==> src/rtl/bus_arbiter_8.sv <==
`default_nettype none
// +--------------------------------------------------------------------------+
// | bus_arbiter_8 : round-robin arbiter driving a shared 32-bit result bus  |
// | Revision 1.0                                                             |
// +--------------------------------------------------------------------------+

module mux_8 (
    input  logic [2:0]  sel,
    input  logic [31:0] in0,
    input  logic [31:0] in1,
    input  logic [31:0] in2,
    input  logic [31:0] in3,
    input  logic [31:0] in4,
    input  logic [31:0] in5,
    input  logic [31:0] in6,
    input  logic [31:0] in7,
    output logic [31:0] out
);
    always_comb begin
        out = in0;
        case (sel)
            3'd0: out = in0;
            3'd1: out = in1;
            3'd2: out = in2;
            3'd3: out = in3;
            3'd4: out = in4;
            3'd5: out = in5;
            3'd6: out = in6;
            3'd7: out = in7;
            default: out = in0;
        endcase
    end
endmodule

module bus_arbiter_8 #(
    parameter int unsigned PTR_INIT = 0
) (
    input  logic        clock,
    input  logic        reset,
    input  logic [7:0]  req,
    input  logic [31:0] in0,
    input  logic [31:0] in1,
    input  logic [31:0] in2,
    input  logic [31:0] in3,
    input  logic [31:0] in4,
    input  logic [31:0] in5,
    input  logic [31:0] in6,
    input  logic [31:0] in7,
    input  logic        out_ready,
    output logic        out_valid,
    output logic [31:0] out_data,
    output logic [2:0]  out_src,
    output logic [7:0]  grant,
    output logic        busy
);
    typedef enum logic [0:0] {
        IDLE = 1'b0,
        HOLD = 1'b1
    } state_t;

    localparam logic [2:0] c_ptr_init = 3'(PTR_INIT);

    state_t     r_state;
    state_t     w_state_nxt;
    logic [2:0] r_ptr;
    logic [2:0] w_ptr_nxt;
    logic [2:0] r_src;
    logic [2:0] w_src_nxt;
    logic [2:0] w_winner;
    logic       w_accept;

    // Scan from the farthest offset down so the nearest set bit to r_ptr wins.
    always_comb begin
        w_winner = r_ptr;
        for (int i = 7; i >= 0; i--) begin
            if (req[r_ptr + 3'(i)]) begin
                w_winner = r_ptr + 3'(i);
            end
        end
    end

    assign w_accept = (r_state == HOLD) && out_ready && req[r_src];

    always_ff @(posedge clock or negedge reset) begin
        if (!reset) begin
            r_state <= IDLE;
            r_ptr   <= c_ptr_init;
            r_src   <= 3'd0;
        end else begin
            r_state <= w_state_nxt;
            r_ptr   <= w_ptr_nxt;
            r_src   <= w_src_nxt;
        end
    end

    always_comb begin
        w_state_nxt = r_state;
        w_ptr_nxt   = r_ptr;
        w_src_nxt   = r_src;
        case (r_state)
            IDLE: begin
                if (|req) begin
                    w_src_nxt   = w_winner;
                    w_state_nxt = HOLD;
                end
            end
            HOLD: begin
                // A withdrawn request leaves the pointer alone so it keeps priority.
                if (!req[r_src]) begin
                    w_state_nxt = IDLE;
                end else if (out_ready) begin
                    w_ptr_nxt   = r_src + 3'd1;
                    w_state_nxt = IDLE;
                end
            end
            default: w_state_nxt = IDLE;
        endcase
    end

    assign out_valid = (r_state == HOLD);
    assign busy      = (r_state == HOLD);
    assign out_src   = r_src;
    assign grant     = w_accept ? (8'd1 << r_src) : 8'd0;

    mux_8 u_mux (
        .sel (r_src),
        .in0 (in0),
        .in1 (in1),
        .in2 (in2),
        .in3 (in3),
        .in4 (in4),
        .in5 (in5),
        .in6 (in6),
        .in7 (in7),
        .out (out_data)
    );
endmodule

`default_nettype wire

==> config.mk <==
export PLATFORM = sky130hd
export DESIGN_NAME = bus_arbiter_8
export DESIGN_NICKNAME = d
export VERILOG_FILES = /design/src/rtl/bus_arbiter_8.sv
export SDC_FILE = /design/constraint.sdc
export NUM_CORES = 1
export LEC_CHECK = 0
export CORE_AREA = 2 2 121 123
export CTS_BUF_LIST = sky130_fd_sc_hd__clkbuf_16
export DETAILED_ROUTE_END_ITERATION = 8
export DIE_AREA = 0 0 123 125
export PLACE_DENSITY = 0.62
export SLEW_MARGIN = 20
export SYNTH_ARGS = -nofsm -noshare
export SYNTH_HDL_FRONTEND = slang
export SYNTH_SLANG_ARGS = --single-unit
==> constraint.sdc <==
create_clock -name clock -period 8.8 [get_ports clock]
set_input_delay 1.76 -clock clock [delete_from_list [all_inputs] [get_ports clock]]
set_output_delay 1.76 -clock clock [all_outputs]
set_load 0.02 [all_outputs]
==> flow_metrics.py, run 1 <==
metrics = {
    "status": {
        "status": "completed",
    },
    "synth": {
        "synth_flop_cell": "dfrtp_1",
        "synthCells": 422,
        "synth-simple-area-share_pct": 17.4,
        "synth.top_cell.area_share_pct": 18.1,
        "yosys-top-cells-area": "mux2_2 (18%), a222oi_1 (9.7%), mux4_2 (9.6%), nand2_1 (7.2%), a41oi_1 (6.6%)",
        "ys_seq_area_share_pct": 5.31,
        "synth_top_family_by_area": "multiplexers",
        "syn-num-nets": 697,
        "synth.avg_cell_area_sq_um": 7.82,
        "synth_commonest_cells": "nand2_1 (63), mux2_2 (53), nor2_1 (50), clkbuf_1 (42), a222oi_1 (32)",
        "synth_edf_count": 0,
        "yosys_register_bits": 7,
        "synth_compound_area_share_pct": 30.7,
        "yosysWarnings": 0,
        "synthAdderAreaFrac_pct": 3.03,
        "synth_xor_xnor_area_share_pct": 0.796,
        "synth.distinct_cells": 50,
        "synth.largest_area_cell": "mux2_2",
        "synthMuxAreaShare_pct": 35.1,
        "async_flop_share_pct": 100,
        "yosysMostFrequentCell": "nand2_1",
        "syn_area_sq_mm": 0.00330,
    },
    "sta": {
        "worst_slew_pin_slew_ns": 1.05,
        "drv_slew": 0,
        "final.setup.worst_slack_ns": 2.71,
        "final_hold_viol_count": 0,
        "rsz0062_at_grt": "no",
        "timing.fmax_ghz": 0.164,
        "finalCriticalPeriod_ns": 6.09,
        "slew-limit-headroom_pct": 30.0,
        "finalCritPeriodShare_pct": 69.2,
        "setup-tns-final_ns": 0,
        "finClkSkew_ns": 0.00173,
        "setup_violations": 0,
    },
    "clocking": {
        "tritoncts": "yes",
        "clk_latency_ns": 0.23,
        "postCtsSetupBuffers": 0,
        "clock_path_buffers": 2,
        "cts.sinks": 7,
        "cts_hold_buf": 0,
        "cts_resized": 0,
        "cts_root_buffer": "clkbuf_16",
        "numCtsBuffers": 3,
        "htree_levels": 1,
        "clkTransAtPathRegs_ns": 0.03,
    },
    "placed_design": {
        "gp_congestion": 0.918,
        "dp_slack_ns": 2.72,
        "portBuffers": 311,
        "hpwl_um": 14900,
    },
    "global_route": {
        "grt_pass1_vias": 4729,
        "grtUsageTotal_pct": 23.4,
        "grt_max_degree": 68,
        "antenna_found_initial": 2,
        "grt_pass1_wl_um": 27900,
        "grt_overflow_total": 0,
    },
    "power_and_ir_drop": {
        "p_leak_nw": 2.38,
        "powerDensity_mw_per_mm2": 348,
        "peakVddDrop_mv": 0.252,
    },
    "final_layout": {
        "syn_to_final_growth_pct": 99.1,
        "multiInputGateArea_sq_mm": 0.00288,
        "fillers": 1358,
        "nets": 971,
        "drive_above_1_share_pct": 11.9,
        "ff_latch_area_sq_um": 176,
    },
    "setup_path": {
        "cp-end-kind": "primary output",
        "crit_required_ns": 7.04,
        "cp_top_family": "buffers and inverters",
        "cp_max_fo": 11,
        "crit_type": "primary input to primary output",
        "worstPathCellList": "clkdlybuf4s50_1, mux4_2, mux2_2, nand2_1, inv_1, nand2_1, nor3b_1, clkdlybuf4s50_1",
        "start_kind": "primary input",
        "cp.arrival_ns": 4.33,
        "crit_buf_inv": 3,
        "max_stage_delay_ns": 0.61,
        "cp_slowest_cell": "clkdlybuf4s50_1",
    },
    "floorplanning": {
        "rows": 44,
        "die_x_um": 123,
        "start_util_pct": 23.2,
        "die_area_sq_mm": 0.0154,
        "die_h_um": 125,
        "ios": 312,
        "core_area_sq_mm": 0.0142,
    },
    "drt": {
        "dr.pass1.iters": 6,
        "finalWirelength_um": 19500,
        "drt_iter0_drc": 385,
        "vias": 4862,
        "ant_nets": 0,
        "drcViolationCount": 0,
        "routedWlPerCell_um": 22.1,
        "viasPerCell": 5.52,
    },
    "job": {
        "maxCapViolations": 0,
    },
    "worst_hold_path": {
        "hp-class": "register to register",
    },
}
-- placed cells by master, fill, tap and decap left out, types with 2 or more instances in the layout --
cell / netlist / routed
a211oi_1: 2 / 2
a21oi_1: 6 / 6
a221o_1: 8 / 8
a222oi_1: 32 / 32
a22o_1: 9 / 9
a31oi_1: 11 / 11
a32oi_1: 2 / 2
a41oi_1: 25 / 25
and3_1: 3 / 3
buf_4: 2 / 7
clkbuf_16: 0 / 3
clkdlybuf4s50_1: 0 / 311
clkinv_1: 2 / 2
dfrtp_1: 7 / 6
diode_2: 0 / 2
ha_1: 8 / 6
ha_2: 0 / 2
inv_1: 8 / 9
mux2_2: 53 / 53
mux2i_1: 13 / 13
mux4_1: 4 / 4
mux4_2: 14 / 14
nand2_1: 63 / 62
nand2b_1: 4 / 4
nand3_1: 2 / 2
nor2_1: 50 / 50
nor3_1: 2 / 2
nor3b_1: 3 / 3
nor4_1: 5 / 5
o21ai_0: 14 / 14
o22ai_1: 2 / 2
or3_1: 2 / 2
xor2_1: 2 / 2
-- worst reg2reg max path: cells and delay by family, from the launching register on --
| kind | cells | cell delay (ns) |
|---|---|---|
| buffers and inverters | 1 | 0.28 |
| AO/OA/AOI/OAI | 1 | 0.16 |
| multiplexers | 3 | 1.28 |
| AND/OR/NAND/NOR | 1 | 0.35 |
| flip-flops | 1 | 0.92 |
| adder cells (fa/ha/maj) | 1 | 0.65 |
-- layer usage --
layer,global-route usage (%),part of all wire (%),vias up
li1,-,-,2245
met1,29.7,40,2297
met2,39.5,47,281
met3,4.38,8.8,39
met4,8.09,3.9,0
met5,0,0,-
-- metrics by stage --
step / util, % / hold slack, ns / total power, W / cell area, sq um / cells
6_report: 46.3 / 0.706 / 0.00229 / 6570 / 881
3_3_place_gp: 45.7 / 0.681 / 0.00217 / 6490 / 875
4_1_cts: 46.2 / 0.705 / 0.00229 / 6570 / 879
2_1_floorplan: - / 0.671 / 0.00139 / 3300 / 422
5_1_grt: 46.3 / 0.734 / 0.00243 / 6570 / 880
3_5_place_dp: 45.7 / 0.700 / 0.00220 / 6490 / 875
-- final timing paths --
path | from | end | slack (ns) | cells after the start
max | req[3] | grant[0] | 2.71 | 8
min | out_src[0]$_DFFE_PN0P_ | r_ptr[0]$_DFFE_PN0P_ | 0.71 | 1
min in group asynchronous | reset | out_src[1]$_DFFE_PN0P_ | 1.81 | 1
max in group asynchronous | reset | out_src[2]$_DFFE_PN0P_ | 6.72 | 1
min reg2reg | out_src[0]$_DFFE_PN0P_ | r_ptr[0]$_DFFE_PN0P_ | 0.71 | 1
max reg2reg | r_ptr[0]$_DFFE_PN0P_ | out_src[1]$_DFFE_PN0P_ | 5.07 | 7
-- cells by family after synthesis --
family	count (synthesis)
AO/OA/AOI/OAI	123
XOR/XNOR	3
adder cells (fa/ha/maj)	8
buffers and inverters	59
flip-flops	7
multiplexers	85
AND/OR/NAND/NOR	137
-- state kept, by name, summed over array words and instances (netlist names) --
name and count:
r_ptr 3, out_src 3, busy 1
-- report_power, final --
part	leakage, nW	total (W)	internal (W)	switching (W)
Combinational	2.25	0.00211	0.000963	0.00114
Sequential	0.0799	0.000103	0.0000494	0.0000535
Clock	0.0423	0.0000763	0.0000591	0.0000172
-- final cells by class --
class                   count  area share, %
clock buffers               3           1.14
well taps                 184           3.50
flip-flops and latches      7           2.68
multi-input cells         356           43.8
repair buffers            318           48.2
clock inverters             1         0.0571
inverters                  10          0.571
diodes                      2         0.0761
Power figures use the tool's default switching activity.
==> run 2, diff against run 1 <==
- clock period: 8.8 -> 6.05 ns (I/O delays scaled with it)
==> run 2 against run 1 <==
Against the previous run:
- wire length up 0.14%
- power up 47%
- critical path type unchanged
- largest cell class unchanged
- hold slack worse by 0.037 ns
==> flow_metrics.py, run 2 (synthesis results as in run 1) <==
metrics = {
    "setup_path": {
        "ff2ff_path_depth": 7,
        "cp-end-kind": "primary output",
        "crit_type": "primary input to primary output",
        "cp.depth": 8,
        "timing.rr.start": "r_ptr[0]$_DFFE_PN0P_",
        "cp_top_family": "buffers and inverters",
        "r2r_end": "out_src[1]$_DFFE_PN0P_",
        "critPathLaunch": "req[3]",
        "crit_required_ns": 4.84,
        "crit_buf_inv": 3,
        "cp.arrival_ns": 3.79,
        "rrSetupSlack_ns": 2.40,
        "cp_max_fo": 11,
        "cp_slowest_cell": "clkdlybuf4s50_1",
        "start_kind": "primary input",
        "crit_path_end": "grant[1]",
        "worstPathCellList": "clkdlybuf4s50_1, mux4_2, mux2_2, nand2_1, inv_1, nand2_1, nor3b_1, clkdlybuf4s50_1",
        "max_stage_delay_ns": 0.59,
    },
    "floorplanning": {
        "die_x_um": 123,
        "start_util_pct": 23.2,
        "core_area_sq_mm": 0.0142,
        "ios": 312,
        "die_h_um": 125,
        "rows": 44,
        "die_area_sq_mm": 0.0154,
    },
    "final_layout": {
        "layout_common_cells": "clkdlybuf4s50_1 (311), nand2_1 (62), mux2_2 (53)",
        "nets": 974,
        "syn_to_final_growth_pct": 99.8,
        "multiInputGateArea_sq_mm": 0.00288,
        "fillers": 1350,
        "drive_above_1_share_pct": 12.5,
        "ff_latch_area_sq_um": 176,
        "final_common_cell": "clkdlybuf4s50_1",
    },
    "global_route": {
        "grt_max_degree": 62,
        "grt_pass1_wl_um": 28200,
        "grt_overflow_total": 0,
        "grtUsageTotal_pct": 23.6,
        "grt_pass1_vias": 4821,
        "antenna_found_initial": 2,
    },
    "sta": {
        "setup-tns-final_ns": 0,
        "final.setup.worst_slack_ns": 1.05,
        "slew-limit-headroom_pct": 37.3,
        "finalCritPeriodShare_pct": 82.6,
        "timing.fmax_ghz": 0.200,
        "final_hold_viol_count": 0,
        "finClkSkew_ns": 0.00338,
        "drv_slew": 0,
        "setup_violations": 0,
        "finalCriticalPeriod_ns": 5.00,
        "worst_slew_pin_slew_ns": 0.940,
        "rsz0062_at_grt": "no",
    },
    "drt": {
        "viasPerCell": 5.54,
        "routedWlPerCell_um": 22.1,
        "finalWirelength_um": 19500,
        "drcViolationCount": 0,
        "drt_iter0_drc": 544,
        "vias": 4901,
        "dr.pass1.iters": 7,
        "ant_nets": 0,
    },
    "power_and_ir_drop": {
        "p_leak_nw": 2.39,
        "peakVddDrop_mv": 0.567,
        "p_total_w": 0.00336,
        "powerDensity_mw_per_mm2": 509,
    },
    "worst_hold_path": {
        "hp-class": "register to register",
    },
    "clocking": {
        "htree_levels": 1,
        "postCtsSetupBuffers": 0,
        "cts_resized": 0,
        "numCtsBuffers": 3,
        "clkTransAtPathRegs_ns": 0.04,
        "clk_latency_ns": 0.24,
        "cts_hold_buf": 0,
        "tritoncts": "yes",
        "cts_root_buffer": "clkbuf_16",
        "cts.sinks": 7,
        "clock_path_buffers": 2,
    },
    "job": {
        "maxCapViolations": 0,
    },
    "placed_design": {
        "portBuffers": 311,
        "dp_slack_ns": 1.08,
        "gp_congestion": 0.913,
        "hpwl_um": 15100,
    },
    "status": {
        "status": "completed",
    },
}
-- run 2: area by class of cell --
type                            count  area share, %
Tap cell                          184           3.49
Clock inverter                      1         0.0759
Timing Repair Buffer              321           48.3
Clock buffer                        3           1.14
Multi-Input combinational cell    356           43.6
Antenna cell                        2         0.0759
Inverter                           10          0.569
Sequential cell                     7           2.67
-- run 2: worst min path at each step --
| stage | startpoint | end | slack (ns) | cells after the start |
|---|---|---|---|---|
| finish | busy$_DFF_PN0_ | busy$_DFF_PN0_ | 0.67 | 2 |
| global route | busy$_DFF_PN0_ | busy$_DFF_PN0_ | 0.69 | 2 |
| CTS | busy$_DFF_PN0_ | busy$_DFF_PN0_ | 0.65 | 2 |
| detailed placement | busy$_DFF_PN0_ | busy$_DFF_PN0_ | 0.65 | 2 |
| global placement | busy$_DFF_PN0_ | busy$_DFF_PN0_ | 0.64 | 2 |
| floorplan | busy$_DFF_PN0_ | busy$_DFF_PN0_ | 0.67 | 2 |
-- run 2: metal layers --
metal / GRT usage, % / wire length (um) / vias up
met1: 30.3 / 7900 / 2336
met5: 0 / 0 / -
met4: 6.68 / 556 / 0
li1: - / - / 2247
met2: 40.3 / 9320 / 285
met3: 3.97 / 1750 / 33
-- run 2: power by group --
group          internal [W]  total [W]  leakage, nW  switching [W]
combinational       0.00142    0.00308         2.27        0.00166
clock             0.0000874   0.000120       0.0409      0.0000329
sequential        0.0000722   0.000157       0.0799      0.0000846
-- run 2: stage by stage --
| step | utilization, % | std cells | area (sq um) | hold slack (ns) |
|---|---|---|---|---|
| 2_1_floorplan | - | 422 | 3300 | 0.671 |
| 3_3_place_gp | 45.8 | 878 | 6510 | 0.640 |
| 3_5_place_dp | 45.8 | 878 | 6510 | 0.647 |
| 4_1_cts | 46.4 | 882 | 6590 | 0.655 |
| 5_1_grt | 46.4 | 883 | 6590 | 0.692 |
| 6_report | 46.4 | 884 | 6600 | 0.669 |
-- run 2: worst min-delay path, cell delays in order, from the launching register on --
cell and delay, ns:
dfrtp_1 0.43, nand2_1 0.11, o21ai_0 0.08
